===== config.mk =====
export PLATFORM = sky130hd
export DESIGN_NAME = if_fetch_queue_flat
export DESIGN_NICKNAME = d
export VERILOG_FILES = /design/src/rtl/if_fetch_queue_if.sv /design/src/rtl/if_fetch_queue.sv /design/src/flat_wrapper.sv
export SDC_FILE = /design/constraint.sdc
export NUM_CORES = 1
export LEC_CHECK = 0
export ABC_CLOCK_PERIOD_IN_PS = 7520
export BUFFER_PORTS_ARGS = -buffer_cell sky130_fd_sc_hd__clkbuf_2
export CAP_MARGIN = 30
export CORE_UTILIZATION = 50
export DETAILED_ROUTE_END_ITERATION = 12
export PLACE_DENSITY = 0.74
export SLEW_MARGIN = 0
export SYNTH_ARGS = -nofsm -noshare
export SYNTH_HDL_FRONTEND = slang
export SYNTH_SLANG_ARGS = --single-unit
export TNS_END_PERCENT = 100

===== constraint.sdc =====
create_clock -name clk -period 7.52 [get_ports clk]
set_input_delay 1.504 -clock clk [delete_from_list [all_inputs] [get_ports clk]]
set_output_delay 1.504 -clock clk [all_outputs]
set_load 0.01 [all_outputs]

===== src/rtl/if_fetch_queue_if.sv =====
// Handshake bundle for if_fetch_queue: split-transaction instruction SRAM bus,
// redirect inputs and the valid/ready queue output toward ID.
interface if_fetch_queue_if;
   logic        inst_req;
   logic [31:0] inst_addr;
   logic        inst_addr_ok;
   logic        inst_data_ok;
   logic [31:0] inst_rdata;
   logic        ex_flush;
   logic [31:0] ex_entry;
   logic        br_taken;
   logic [31:0] br_target;
   logic        out_valid;
   logic        out_ready;
   logic [31:0] out_pc;
   logic [31:0] out_inst;
   logic        has_exception_out;
   logic [5:0]  ecode_out;
   logic [8:0]  esubcode_out;

   modport master (
      output inst_req, inst_addr, out_valid, out_pc, out_inst,
             has_exception_out, ecode_out, esubcode_out,
      input  inst_addr_ok, inst_data_ok, inst_rdata, ex_flush, ex_entry,
             br_taken, br_target, out_ready
   );

   modport slave (
      input  inst_req, inst_addr, out_valid, out_pc, out_inst,
             has_exception_out, ecode_out, esubcode_out,
      output inst_addr_ok, inst_data_ok, inst_rdata, ex_flush, ex_entry,
             br_taken, br_target, out_ready
   );
endinterface


===== src/rtl/if_fetch_queue.sv =====
// Fetch stage with outstanding-request tracking and an instruction queue toward ID.
// Optional macro IF_BYPASS_EN: zero-latency path from data_ok to out_* when the queue is empty.
module if_fetch_queue #(
   parameter logic [31:0] RESET_PC        = 32'h1c000000,
   parameter int          FIFO_DEPTH      = 4,
   parameter int          MAX_OUTSTANDING = 2
) (
   input logic               clk,
   input logic               rst,
   if_fetch_queue_if.master  bus
);
   localparam int FW = $clog2(FIFO_DEPTH);
   localparam int OW = $clog2(MAX_OUTSTANDING + 1);
   localparam int PW = (MAX_OUTSTANDING > 1) ? $clog2(MAX_OUTSTANDING) : 1;
   localparam int CW = $clog2(FIFO_DEPTH + MAX_OUTSTANDING + 1) + 1;
   localparam logic [FW:0] DEPTH_CNT  = (FW+1)'(FIFO_DEPTH);
   localparam logic [5:0]  ECODE_ADEF = 6'h08;

   logic [31:0]   fetch_pc;
   logic          adef_sent;
   logic [OW-1:0] outstanding, discard, outstanding_nx;
   logic [31:0]   pend_pc [MAX_OUTSTANDING];
   logic [PW-1:0] pend_wr, pend_rd;
   logic [31:0]   fifo_pc   [FIFO_DEPTH];
   logic [31:0]   fifo_inst [FIFO_DEPTH];
   logic          fifo_exc  [FIFO_DEPTH];
   logic [FW-1:0] fifo_wr, fifo_rd;
   logic [FW:0]   fifo_count;

   logic          redirect, aligned, credit, fire, rsp_ok, rsp_live, adef_enq;
   logic          fifo_empty, fifo_full, enq, deq, bypass_show, bypass_take;
   logic [31:0]   target, enq_pc, enq_inst, head_pc, head_inst;
   logic          enq_exc, head_exc;
   logic [CW-1:0] live;

   function automatic logic [PW-1:0] pend_inc(input logic [PW-1:0] p);
      return (p == PW'(MAX_OUTSTANDING - 1)) ? '0 : p + PW'(1);
   endfunction

   assign redirect = bus.ex_flush | bus.br_taken;
   assign target   = bus.ex_flush ? bus.ex_entry : bus.br_target;
   assign aligned  = (fetch_pc[1:0] == 2'b00);
   assign live     = CW'(outstanding) - CW'(discard);
   // Space is reserved for every live request, so a returning response always fits.
   assign credit   = ((live + CW'(fifo_count)) < CW'(FIFO_DEPTH)) &&
                     (outstanding < OW'(MAX_OUTSTANDING));

   assign bus.inst_req  = !rst & !redirect & aligned & credit;
   assign bus.inst_addr = {fetch_pc[31:2], 2'b00};
   assign fire          = bus.inst_req & bus.inst_addr_ok;

   assign rsp_ok     = bus.inst_data_ok & (outstanding != '0);
   assign rsp_live   = rsp_ok & (discard == '0) & !redirect & !rst;
   assign fifo_empty = (fifo_count == '0);
   assign fifo_full  = (fifo_count == DEPTH_CNT);
   assign adef_enq   = !rst & !redirect & !aligned & (live == '0) & !fifo_full & !adef_sent;

`ifdef IF_BYPASS_EN
   assign bypass_show = rsp_live & fifo_empty;
`else
   assign bypass_show = 1'b0;
`endif
   assign bypass_take = bypass_show & bus.out_ready;
   assign enq = (rsp_live & !bypass_take) | adef_enq;
   assign deq = !rst & !redirect & !fifo_empty & bus.out_ready;

   always_comb begin
      enq_pc   = fetch_pc;
      enq_inst = 32'h0;
      enq_exc  = 1'b1;
      if (rsp_live) begin
         enq_pc   = pend_pc[pend_rd];
         enq_inst = bus.inst_rdata;
         enq_exc  = 1'b0;
      end
   end

   always_comb begin
      head_pc   = fifo_pc[fifo_rd];
      head_inst = fifo_inst[fifo_rd];
      head_exc  = fifo_exc[fifo_rd];
      if (bypass_show) begin
         head_pc   = pend_pc[pend_rd];
         head_inst = bus.inst_rdata;
         head_exc  = 1'b0;
      end
   end

   assign bus.out_valid         = !rst & !redirect & (!fifo_empty | bypass_show);
   assign bus.out_pc            = head_pc;
   assign bus.out_inst          = head_inst;
   assign bus.has_exception_out = head_exc;
   assign bus.ecode_out         = head_exc ? ECODE_ADEF : 6'h00;
   assign bus.esubcode_out      = 9'h000;

   always_comb begin
      outstanding_nx = outstanding;
      if (fire && !rsp_ok)
         outstanding_nx = outstanding + OW'(1);
      else if (!fire && rsp_ok)
         outstanding_nx = outstanding - OW'(1);
   end

   always_ff @(posedge clk) begin
      if (rst) begin
         fetch_pc    <= RESET_PC;
         adef_sent   <= 1'b0;
         outstanding <= '0;
         discard     <= '0;
         pend_wr     <= '0;
         pend_rd     <= '0;
         fifo_wr     <= '0;
         fifo_rd     <= '0;
         fifo_count  <= '0;
      end else begin
         outstanding <= outstanding_nx;
         if (redirect) begin
            // Everything still in flight after this cycle belongs to the old path.
            fetch_pc   <= target;
            adef_sent  <= 1'b0;
            discard    <= outstanding_nx;
            pend_wr    <= '0;
            pend_rd    <= '0;
            fifo_wr    <= '0;
            fifo_rd    <= '0;
            fifo_count <= '0;
         end else begin
            if (fire) begin
               fetch_pc <= fetch_pc + 32'd4;
               pend_wr  <= pend_inc(pend_wr);
            end
            if (rsp_ok && discard != '0)
               discard <= discard - OW'(1);
            if (rsp_live)
               pend_rd <= pend_inc(pend_rd);
            if (adef_enq)
               adef_sent <= 1'b1;
            if (enq)
               fifo_wr <= fifo_wr + FW'(1);
            if (deq)
               fifo_rd <= fifo_rd + FW'(1);
            case ({enq, deq})
               2'b10:   fifo_count <= fifo_count + (FW+1)'(1);
               2'b01:   fifo_count <= fifo_count - (FW+1)'(1);
               default: fifo_count <= fifo_count;
            endcase
         end
      end
   end

   always_ff @(posedge clk) begin
      if (fire)
         pend_pc[pend_wr] <= fetch_pc;
      if (enq) begin
         fifo_pc[fifo_wr]   <= enq_pc;
         fifo_inst[fifo_wr] <= enq_inst;
         fifo_exc[fifo_wr]  <= enq_exc;
      end
   end
endmodule


===== src/flat_wrapper.sv =====
// flat-port wrapper written by rule: the top's interface ports become plain ports
module if_fetch_queue_flat 
#(
   parameter logic [31:0] RESET_PC        = 32'h1c000000,
   parameter int          FIFO_DEPTH      = 4,
   parameter int          MAX_OUTSTANDING = 2
)
  (clk, rst, bus_inst_req, bus_inst_addr, bus_out_valid, bus_out_pc, bus_out_inst, bus_has_exception_out, bus_ecode_out, bus_esubcode_out, bus_inst_addr_ok, bus_inst_data_ok, bus_inst_rdata, bus_ex_flush, bus_ex_entry, bus_br_taken, bus_br_target, bus_out_ready);
  if_fetch_queue_if bus_i ();
  input logic clk;
  input logic rst;
  output wire logic [$bits(bus_i.inst_req)-1:0] bus_inst_req;
  output wire logic [$bits(bus_i.inst_addr)-1:0] bus_inst_addr;
  output wire logic [$bits(bus_i.out_valid)-1:0] bus_out_valid;
  output wire logic [$bits(bus_i.out_pc)-1:0] bus_out_pc;
  output wire logic [$bits(bus_i.out_inst)-1:0] bus_out_inst;
  output wire logic [$bits(bus_i.has_exception_out)-1:0] bus_has_exception_out;
  output wire logic [$bits(bus_i.ecode_out)-1:0] bus_ecode_out;
  output wire logic [$bits(bus_i.esubcode_out)-1:0] bus_esubcode_out;
  input wire logic [$bits(bus_i.inst_addr_ok)-1:0] bus_inst_addr_ok;
  input wire logic [$bits(bus_i.inst_data_ok)-1:0] bus_inst_data_ok;
  input wire logic [$bits(bus_i.inst_rdata)-1:0] bus_inst_rdata;
  input wire logic [$bits(bus_i.ex_flush)-1:0] bus_ex_flush;
  input wire logic [$bits(bus_i.ex_entry)-1:0] bus_ex_entry;
  input wire logic [$bits(bus_i.br_taken)-1:0] bus_br_taken;
  input wire logic [$bits(bus_i.br_target)-1:0] bus_br_target;
  input wire logic [$bits(bus_i.out_ready)-1:0] bus_out_ready;
  assign bus_inst_req = bus_i.inst_req;
  assign bus_inst_addr = bus_i.inst_addr;
  assign bus_out_valid = bus_i.out_valid;
  assign bus_out_pc = bus_i.out_pc;
  assign bus_out_inst = bus_i.out_inst;
  assign bus_has_exception_out = bus_i.has_exception_out;
  assign bus_ecode_out = bus_i.ecode_out;
  assign bus_esubcode_out = bus_i.esubcode_out;
  assign bus_i.inst_addr_ok = bus_inst_addr_ok;
  assign bus_i.inst_data_ok = bus_inst_data_ok;
  assign bus_i.inst_rdata = bus_inst_rdata;
  assign bus_i.ex_flush = bus_ex_flush;
  assign bus_i.ex_entry = bus_ex_entry;
  assign bus_i.br_taken = bus_br_taken;
  assign bus_i.br_target = bus_br_target;
  assign bus_i.out_ready = bus_out_ready;
  if_fetch_queue #(.RESET_PC(RESET_PC), .FIFO_DEPTH(FIFO_DEPTH), .MAX_OUTSTANDING(MAX_OUTSTANDING)) u_core (.clk(clk), .rst(rst), .bus(bus_i));
endmodule

== Word level (Yosys, flattened, before mapping) ==
Memories as Yosys holds them, arrays and structs flattened. A register that Yosys moved wholly into a read port is not among the register bits.
Index checks and enable logic that the tools add are counted.

* Register bits after elaboration: 46
* Memory bits (writable): 324
* Output and inout bits: 114
* Memories kept: 4

{| class="wikitable"
|+ Memories
! name !! words !! width !! rd ports !! clocked after Yosys merged registers in !! write ports !! line !! text
|-
| u_core.fifo_inst || 4 || 32 || 1 || 1 || 1 || if_fetch_queue.sv:25 || <nowiki>logic [31:0] fifo_inst [FIFO_DEPTH];</nowiki>
|-
| u_core.fifo_pc || 4 || 32 || 1 || 1 || 1 || if_fetch_queue.sv:24 || <nowiki>logic [31:0] fifo_pc [FIFO_DEPTH];</nowiki>
|-
| u_core.pend_pc || 2 || 32 || 1 || 1 || 1 || if_fetch_queue.sv:22 || <nowiki>logic [31:0] pend_pc [MAX_OUTSTANDING];</nowiki>
|-
| u_core.fifo_exc || 4 || 1 || 1 || 1 || 1 || if_fetch_queue.sv:26 || <nowiki>logic fifo_exc [FIFO_DEPTH];</nowiki>
|}

* Add/sub/neg operators: 12
* Magnitude comparators: 2
* Eq/ne operators: 3
* Multiplexer cells: 26
* Bitwise operators: 16
* Reductions and logical operators: 22

{| class="wikitable"
|+ Operators with widths
! cell !! count
|-
| 2-to-1 mux 32 bit || 5
|-
| adder 32 x 3 -> 32 bit (second input constant) || 1
|-
| 2-to-1 mux 2 bit || 10
|-
| AND 1 bit || 14
|-
| nonzero test 2 bit || 5
|-
| 2-to-1 mux 1 bit || 9
|-
| zero test 1 bit || 8
|-
| adder 2 x 1 -> 2 bit (second input constant) || 3
|-
| case mux 3 bit (2 select lines) || 1
|-
| adder 4 x 3 -> 4 bit || 1
|-
| logical AND 1 bit || 4
|-
| zero test 2 bit || 2
|-
| zero test 4 bit || 1
|-
| less-than comparator 4 x 3 -> 1 bit (second input constant) || 1
|-
| 2-to-1 mux 4 bit || 1
|-
| subtractor 2 x 1 -> 2 bit (second input constant) || 2
|-
| adder 3 x 1 -> 3 bit (second input constant) || 1
|-
| == test 3 bit (second input constant) || 1
|-
| zero test 3 bit || 1
|-
| subtractor 2 x 2 -> 3 bit || 1
|-
| subtractor 3 x 1 -> 3 bit (second input constant) || 1
|-
| adder 1 bit (second input constant) || 2
|-
| == test 2 x 1 -> 1 bit (second input constant) || 1
|-
| == test 2 bit (second input constant) || 1
|-
| 3 further kinds || 4
|}

== Logic depth before layout (Yosys ltp) ==
Gate-level depths: netlist of the first run.

* Depth in word-level cells: 11
* Mapped depth: 12

== Worst setup path after synthesis of the first run ==
OpenSTA, ideal clock, no wires.

* Path kind: input-to-reg
* Start: input rst
* End: memory u_core.fifo_exc[0] (enable)
* Setup time: 496 ps
* Arrival: 5208 ps
* Setup slack: 1815 ps
* Stages: 5
* Buffers on the path: 1
* Cells stage by stage: nor3_4 and3_1 clkbuf_1 a21oi_1 nor2b_1

* Cells in the longest elaborated chain, start to end: 9
* Elaborated cells on any way between the ends: 10
* Classes of those cells: 2 x mux; 7 x bitwise; 1 x reduce/logical

{| class="wikitable"
|+ Ends and longest elaborated chain
! item !! line !! text
|-
| from (decl) || flat_wrapper.sv:11 || <nowiki>input logic rst;</nowiki>
|-
| zero test 1 bit (*) || if_fetch_queue.sv:53, if_fetch_queue.sv:56 ||
|-
| AND 1 bit (5 in a row) || if_fetch_queue.sv:56 || <nowiki>assign adef_enq = !rst & !redirect & !aligned & (live == '0) & !fifo_full & !adef_sent;</nowiki>
|-
| bitwise OR 1 bit (*) || if_fetch_queue.sv:64 || <nowiki>assign enq = (rsp_live & !bypass_take) | adef_enq;</nowiki>
|-
| 2-to-1 mux 1 bit (*) || if_fetch_queue.sv:154 || <nowiki>if (enq) begin</nowiki>
|-
| 2-to-1 mux 1 bit (not written as such) (*) || if_fetch_queue.sv:157 || <nowiki>fifo_exc[fifo_wr] <= enq_exc;</nowiki>
|-
| to (decl) || if_fetch_queue.sv:26 ||
|}

Every way passes the cells marked *; elsewhere a longest branch is shown, timed or not.

== Final worst setup path of the first run ==
* Start: input rst
* End: output bus_out_valid

* Cells in the longest elaborated chain, start to end: 3

{| class="wikitable"
|+ Ends and longest elaborated chain
! item !! line !! text
|-
| zero test 1 bit || if_fetch_queue.sv:89 || <nowiki>assign bus.out_valid = !rst & !redirect & (!fifo_empty | bypass_show);</nowiki>
|-
| AND 1 bit (2 in a row) || if_fetch_queue.sv:89 ||
|-
| to (decl) || flat_wrapper.sv:14 || <nowiki>output wire logic [$bits(bus_i.out_valid)-1:0] bus_out_valid;</nowiki>
|}

Every way passes these cells.

==> impl_metrics.ini, run 1 <==
[global_route]
antenna_found_initial = 0
grt_pass1_wl_um = 53340
grt.overflow.total = 0
grt_max_degree = 98
grt_pass1_vias = 9236
track_usage_pct = 21.22

[die]
fp.dieW_um = 180.2
start_util_pct = 51.36
ios = 217
die-height_um = 180.2
die-area_mm2 = 0.03247
row_count = 64
coreArea_mm2 = 0.03091

[synth]
synth.distinct_cells = 66
netlist_area_mm2 = 0.01588
async_flop_share_pct = 0
seq_area_frac_synth_pct = 67.47
yosysWarningCount = 0
syn_avg_cell_area_um2 = 15.91
synth_top_area_cell = edfxtp_1
synth_flop_cell = edfxtp_1
syn_inst = 998
synth_top_cells_by_area = edfxtp_1 61%, mux4_2 9.2%, dfxtp_1 6.2%, mux2i_1 2.8%, buf_4 2.3%
synth_edf_count = 324
synth_top_area_share_pct = 61.29
yosys_register_bits = 373

[cells_and_area]
synthToLayoutAreaGrowth_pct = 14.56
final_core_util_pct = 58.84
layout.cells.non_filler = 1591
n_antenna_cell = 0
layout_commonest_cell = edfxtp_1
final_cell_mix = 324 x edfxtp_1, 200 x clkbuf_2, 68 x nor2_1, 65 x mux4_2, 48 x a21oi_1
drive_gt1_share_pct = 30.21
layout.nets = 1282

[critical_path]
endpoint_kind = output port
path_class = input pin to output port
reg2reg_depth = 8
cp.required_ns = 6.02
cp-start-kind = input pin
rr_startpoint = u_core.outstanding[1]
rr_endpoint = u_core.fifo_pc[2][20]
cp_data_arrival_time_ns = 3.16
r2r_slack_ns = 4.20
crit_fanout = 33

[timing]
finalSetupTns_ns = 0
fin_crit_sh_pct = 62.08
clock_skew_ns = 0.01290
hold_violations = 0
period_minus_slack_ns = 4.669
tightest_slew_ns = 1.010
fmax_mhz = 214.2
max-slew-margin-rel_pct = 32.65
rsz0062_at_grt = no
setup_viol = 0
slew_violations = 0

[clock_network]
worstSkewPairLatency_ns = 0.52
cts.reportedPaths.clkPinSlew_ns = 0.05
cts_hold_buf = 0
cts.repair.resized = 0
post_cts_buffers = 0
clock_path_buffers = 3
cts.sinks = 373
cts_tree = done
root_buffer = clkbuf_16
numCtsBuffers = 38
htree_levels = 2

[drt]
vias = 9218
drtPass1Iterations = 6
antenna_left = 0
drc = 0
viasPerCell = 5.794
wire_per_inst_um = 21.46
drtIter0Drc = 747
wl_um = 34140

[hold_path]
hold_class = flip-flop to flip-flop
whs_path_depth = 2
min-delay-start = u_core.adef_sent
hold_path_end = u_core.adef_sent

[power_and_ir_drop]
vdd_drop_max_v = 0.0001667
power_density_mw_per_mm2 = 250.5
leakagePower_nw = 6.287

[placement]
gp_congestion = 0.8595
portBuffers = 200
dp_hpwl_um = 21400
place_inst = 1520

[outcome]
status = finished clean

[job]
maxCapViolCount = 0
==> power by group <==
group / total (mW) / switching (mW) / internal (mW)
Combinational: 0.468 / 0.287 / 0.181
Sequential: 2.38 / 0.0551 / 2.32
Clock: 1.71 / 0.751 / 0.958
==> per-stage QoR <==
step / instance area, µm² / power [mW] / setup WS, ns / hold WS (ns)
after floorplan: 15930 / 2.742 / 1.815 / 0.4417
after global placement: 16980 / 2.870 / 2.750 / 0.4553
after detailed placement: 17010 / 2.885 / 2.849 / 0.4673
after CTS: 18150 / 4.584 / 2.863 / 0.4779
after global routing: 18190 / 4.721 / 2.731 / 0.5233
final: 18190 / 4.555 / 2.851 / 0.4753
==> cells in the mapped netlist, types with 9 or more instances <==
library cell  count
xnor2_1          16
o22ai_1          12
a22oi_1          12
nand2_1          24
a21oi_1          48
nor2b_1           9
o21ai_0          10
and2_1           35
buf_4            48
nor3_1           12
nand3_1          15
a211oi_1         12
dfxtp_1          49
mux2i_1          44
edfxtp_1        324
clkbuf_1         38
nor2_1           69
inv_1            23
mux4_2           65
ha_1             11
==> kinds of logic after synthesis <==
family                   synth area share, %
buffers and inverters                  4.201
flip-flops                             67.47
multiplexers                           12.14
AND/OR/NAND/NOR                        7.086
XOR/XNOR                               1.159
adder cells (fa/ha/maj)                1.119
other                                0.02362
AO/OA/AOI/OAI                          6.810
==> final cells by class <==
type	count	area, µm²
multi-input combinational	515	4597
clock inverter	21	127.6
sequential	373	10720
fill	2360	12720
inverter	23	86.33
tap	396	495.5
timing repair buffer	215	1151
clock buffer	48	1010
==> sequential cells by signal, summed over array words and instances (netlist names), named ones only <==
signal,cells
u_core.pend_rd,1
u_core.adef_sent,1
u_core.discard,2
u_core.fifo_pc,128
u_core.fifo_rd,2
u_core.fetch_pc,32
u_core.pend_wr,1
u_core.fifo_inst,128
u_core.fifo_wr,2
u_core.outstanding,2
u_core.pend_pc,64
u_core.fifo_count,3
u_core.fifo_exc,4
==> worst max-delay path by stage <==
stage	startpoint	to	slack (ns)	cells past startpoint
final	rst	bus_out_valid	2.85	4
after global routing	rst	bus_out_valid	2.73	4
after CTS	rst	bus_out_valid	2.86	4
after detailed placement	rst	bus_out_valid	2.85	4
after global placement	rst	u_core.fifo_count[2]	2.75	10
after floorplan	rst	u_core.fifo_exc[0]	1.82	5
==> layer usage <==
metal  wire length, µm  vias up  track usage (%)
met5                 0        -                0
met4               824        0            6.393
met3              2464       54            3.678
met2             16330      394            34.22
met1             14510     4596            29.68
li1                  -     4174                -
==> critical path: stages <==
cell and delay, ns:
clkbuf_2 0.44, or3_1 0.79, nor2_1 0.26, clkbuf_2 0.17
No activity file was read; power rests on OpenSTA's default activity.
==> run 2, diff against run 1 <==
ABC_CLOCK_PERIOD_IN_PS = 4100   (was 7520)
PLACE_DENSITY = 0.77   (was 0.74)
clock period = 4.1 ns   (was 7.52 ns; I/O delays follow)
==> run 2 against run 1 <==
Via count is 0.92% higher. Largest power group unchanged. Cell area is 2.1% higher. Sequential share of layout area is 1.2 points lower. Global-route usage hardly changed. Sequential power is 83% higher. Worst setup slack worse by 2.5 ns. First-iteration DRC count is 16% higher. Routed wire length is 0.19% higher. Critical endpoint is now bus_inst_req. Core utilization is 1.2 points higher. Non-clock buffer count is 9 higher. Critical path depth is 5 higher. Clock power is 110% higher.
==> impl_metrics.ini, run 2 (synthesis gave the netlist of run 1 again) <==
[outcome]
status = finished clean

[clock_network]
cts.reportedPaths.clkPinSlew_ns = 0.06
root_buffer = clkbuf_16
htree_levels = 2
cts.sinks = 373
cts_tree = done
numCtsBuffers = 39
cts_hold_buf = 0
post_cts_buffers = 0
cts.repair.resized = 0
clock_path_buffers = 3
worstSkewPairLatency_ns = 0.53

[timing]
finalSetupTns_ns = 0
rsz0062_at_grt = no
setup_viol = 0
clock_skew_ns = 0.02455
hold_violations = 0
period_minus_slack_ns = 3.709
tightest_slew_ns = 0.8993
fin_crit_sh_pct = 90.46
fmax_mhz = 269.6
max-slew-margin-rel_pct = 39.49
slew_violations = 0

[global_route]
grt.overflow.total = 0
grt_pass1_vias = 9449
grt_pass1_wl_um = 53220
track_usage_pct = 21.21
antenna_found_initial = 0
grt_max_degree = 66

[die]
die-area_mm2 = 0.03247
start_util_pct = 51.36
coreArea_mm2 = 0.03091
fp.dieW_um = 180.2
row_count = 64
die-height_um = 180.2
ios = 217

[power_and_ir_drop]
power_density_mw_per_mm2 = 478.9
vdd_drop_max_v = 0.0002819
leakagePower_nw = 6.471
finalPower_mw = 8.892

[critical_path]
r2r_slack_ns = 0.87
slowest_stage = fa_1
cp_slowest_stage_delay_ns = 0.47
crit_fanout = 17
cp_cell_sequence = inv_1 -> ha_1 -> fa_1 -> inv_1 -> ha_1 -> and3b_1 -> a211o_4 -> a21oi_1 -> clkbuf_2
endpoint_kind = output port
path_buf_inv = 3
cp_top_family = adder cells
cp-start-kind = flip-flop
cp.required_ns = 3.28
path_class = flip-flop to output port
cp_data_arrival_time_ns = 2.89
cp-startpoint = u_core.outstanding[0]
rr_startpoint = u_core.outstanding[0]

[drt]
antenna_left = 0
drtIter0Drc = 863
vias = 9303
drc = 0
wl_um = 34200
wire_per_inst_um = 21.36
viasPerCell = 5.811
drtPass1Iterations = 5

[cells_and_area]
final_core_util_pct = 60.08
reg_top3 = u_core.fifo_inst (128), u_core.fifo_pc (128), u_core.pend_pc (64)
final_cell_mix = 324 x edfxtp_1, 200 x clkbuf_2, 68 x nor2_1, 65 x mux4_2, 48 x a21oi_1
layout.nets = 1292
drive_gt1_share_pct = 31.54
n_antenna_cell = 0
design_area_mm2 = 0.01857
synthToLayoutAreaGrowth_pct = 16.97
layout_commonest_cell = edfxtp_1

[placement]
gp_congestion = 0.8641
dp_hpwl_um = 21830
portBuffers = 200
placed_area_mm2 = 0.01721

[hold_path]
min-delay-start = u_core.adef_sent
hold_class = flip-flop to flip-flop

[job]
maxCapViolCount = 0
-- run 2: cell count changes in the layout (fill, tap and decap cells not counted), moves of 3 or more --
cell | previous run | this run
buf_12 | 3 | 9
bufinv_16 | 0 | 6
clkbuf_1 | 9 | 3
clkbuf_8 | 0 | 5
clkinv_1 | 11 | 8
clkinv_4 | 3 | 0
-- run 2: final timing paths --
kind                            to  depth (start not counted)
min reg2reg       u_core.adef_sent                          2
min               u_core.adef_sent                          2
max                   bus_inst_req                          9
max reg2reg  u_core.pend_pc[0][31]                         10
-- run 2: final cells by class --
cell class                      instances  area (µm²)
Clock inverter                         21       251.5
Sequential cell                       373       10720
Inverter                               23       86.33
Multi-Input combinational cell        515        4597
Clock buffer                           49        1106
Tap cell                              396       495.5
Timing Repair Buffer                  224        1314
Fill cell                            2333       12340
-- run 2: report_power, final --
group | switching [mW] | internal, mW
Combinational | 0.523 | 0.338
Clock | 1.39 | 2.28
Sequential | 0.102 | 4.26
-- run 2: per-layer routing --
metal / part of all wire [%] / global-route usage [%]
met1: 41 / 28.07
met2: 49 / 35.41
met3: 6.9 / 4.325
met4: 2.1 / 6.564
met5: 0 / 0
-- run 2: worst register-to-register path, delay by kind of cell (launching register included) --
family,cells,cell delay [ns]
flip-flops,1,0.31
adder cells (fa/ha/maj),3,0.91
AO/OA/AOI/OAI,2,0.79
AND/OR/NAND/NOR,2,0.32
buffers and inverters,3,0.52
-- run 2: through the flow --
stage	cells	hold slack, ns	worst slack [ns]
after floorplan	1013	0.4417	-0.9208
after global placement	1528	0.4555	0.9297
after detailed placement	1531	0.4889	0.8928
after CTS	1601	0.5042	0.3925
after global routing	1601	0.5418	0.2596
final	1601	0.5067	0.3910
==> run 3, diff against run 2 <==
ABC_CLOCK_PERIOD_IN_PS = 4800   (was 4100)
PLACE_DENSITY = 0.74   (was 0.77)
clock period = 4.8 ns   (was 4.1 ns; I/O delays follow)
==> run 3 against run 2 <==
Routed wire length is 3.0% lower. Register-to-register slack gained 0.54 ns. Power down 18%. Core utilization down 0.59 points. Cell count down 0.25%. Global-route usage fell by 0.74 points. Sequential power down 15%. Highest routed layer unchanged. Largest cell class unchanged. Die area did not move. Worst hold slack got worse by 0.0056 ns. Sequential cell count unchanged.
==> impl_metrics.ini, run 3 (synthesis gave the netlist of run 1 again) <==
[timing]
fin_crit_sh_pct = 81.49
slew_violations = 0
finalHoldWorstSlack_ns = 0.5011
finalSetupTns_ns = 0
setup_viol = 0
hold_violations = 0
clock_skew_ns = 0.01698
tightest_slew_ns = 0.9127
fmax_mhz = 255.7
period_minus_slack_ns = 3.911
rsz0062_at_grt = no
max-slew-margin-rel_pct = 38.59

[power_and_ir_drop]
leakagePower_nw = 6.384
finalPower_mw = 7.282
power_density_mw_per_mm2 = 396.0
vdd_drop_max_v = 0.0001794

[drt]
drc = 0
drtPass1Iterations = 7
vias = 9172
viasPerCell = 5.743
antenna_left = 0
wire_per_inst_um = 20.77
drtIter0Drc = 797
wl_um = 33170

[placement]
place_inst = 1527
gp_congestion = 0.8430
portBuffers = 200
dp_hpwl_um = 20420

[die]
row_count = 64
start_util_pct = 51.36
ios = 217
fp.dieW_um = 180.2
coreArea_mm2 = 0.03091
die-area_mm2 = 0.03247
die-height_um = 180.2

[global_route]
grt_max_degree = 88
track_usage_pct = 20.47
grt_pass1_vias = 8988
grt.overflow.total = 0
antenna_found_initial = 1
grt_pass1_wl_um = 51230

[clock_network]
post_cts_buffers = 0
cts_tree = done
cts.repair.resized = 0
worstSkewPairLatency_ns = 0.52
root_buffer = clkbuf_16
cts.reportedPaths.clkPinSlew_ns = 0.06
htree_levels = 2
cts.sinks = 373
numCtsBuffers = 38
clock_path_buffers = 3
cts_hold_buf = 0

[outcome]
status = finished clean

[critical_path]
crit_fanout = 17
endpoint_kind = output port
cp-start-kind = flip-flop
cp.required_ns = 3.84
path_class = flip-flop to output port
cp_data_arrival_time_ns = 2.95
reg2reg_depth = 10

[cells_and_area]
layout.cells.non_filler = 1597
layout.nets = 1287
synthToLayoutAreaGrowth_pct = 15.83
reg_top3 = u_core.fifo_inst (128), u_core.fifo_pc (128), u_core.pend_pc (64)
n_fill_cell = 2319
final_cell_mix = 324 x edfxtp_1, 200 x clkbuf_2, 68 x nor2_1, 65 x mux4_2, 48 x a21oi_1
drive_gt1_share_pct = 31.31
layout_commonest_cell = edfxtp_1
n_antenna_cell = 0

[hold_path]
whs_path_depth = 2
hold_class = flip-flop to flip-flop

[job]
maxCapViolCount = 0
run 3: changes by cell type in the layout (fill, tap and decap cells not counted), sizes merged:
| cell | change |
|---|---|
| clkinvlp | +2 |
| bufinv | -5 |
| clkbuf | +2 |
| clkinv | +2 |
| inv | -1 |
| buf | -4 |
run 3: report_power, final:
group / leakage [nW] / switching [mW] / total (mW) / internal, mW
Sequential: 3.55 / 0.0791 / 3.72 / 3.64
Clock: 0.599 / 1.18 / 2.84 / 1.66
Combinational: 2.23 / 0.441 / 0.730 / 0.289
Total: 6.38 / 1.70 / 7.28 / 5.58
run 3: layout make-up:
class	count	area [µm²]	area share [%]
clock buffer	51	1094	5.947
timing repair buffer	220	1274	6.927
tap	396	495.5	2.695
inverter	23	86.33	0.4695
sequential	373	10720	58.29
clock inverter	19	122.6	0.6669
multi-input combinational	515	4597	25.00
run 3: final timing paths:
path	endpoint	slack (ns)	from
setup / recovery	bus_inst_req	0.89	u_core.outstanding[1]
hold / removal	u_core.adef_sent	0.50	u_core.adef_sent
setup reg to reg	u_core.pend_pc[0][24]	1.41	u_core.outstanding[1]
hold reg to reg	u_core.adef_sent	0.50	u_core.adef_sent
run 3: routing by layer:
| metal | GRT usage [%] | share of wire (%) | vias up | routed length, µm |
|---|---|---|---|---|
| li1 | - | - | 4186 | - |
| met1 | 28.39 | 43 | 4577 | 14100 |
| met2 | 33.38 | 48 | 348 | 16090 |
| met3 | 3.395 | 6.7 | 61 | 2208 |
| met4 | 6.222 | 2.3 | 0 | 775 |
| met5 | 0 | 0 | - | 0 |
run 3: worst max-delay path, stage by stage (launching register included):
cell and delay, ns:
dfxtp_1 0.42, inv_1 0.12, fa_1 0.52, inv_1 0.04, ha_1 0.25, and3b_1 0.20
a211o_4 0.41, a21oi_1 0.28, clkbuf_2 0.18
run 3: metrics by stage:
step           cell area (µm²)  setup WS, ns  utilization, %
2_1_floorplan            15930       -0.3608               -
3_3_place_gp             17080        0.9631           55.26
3_5_place_dp             17170         1.150           55.55
4_1_cts                  18390        0.8994           59.49
5_1_grt                  18390        0.7925           59.49
6_report                 18390        0.8886           59.49
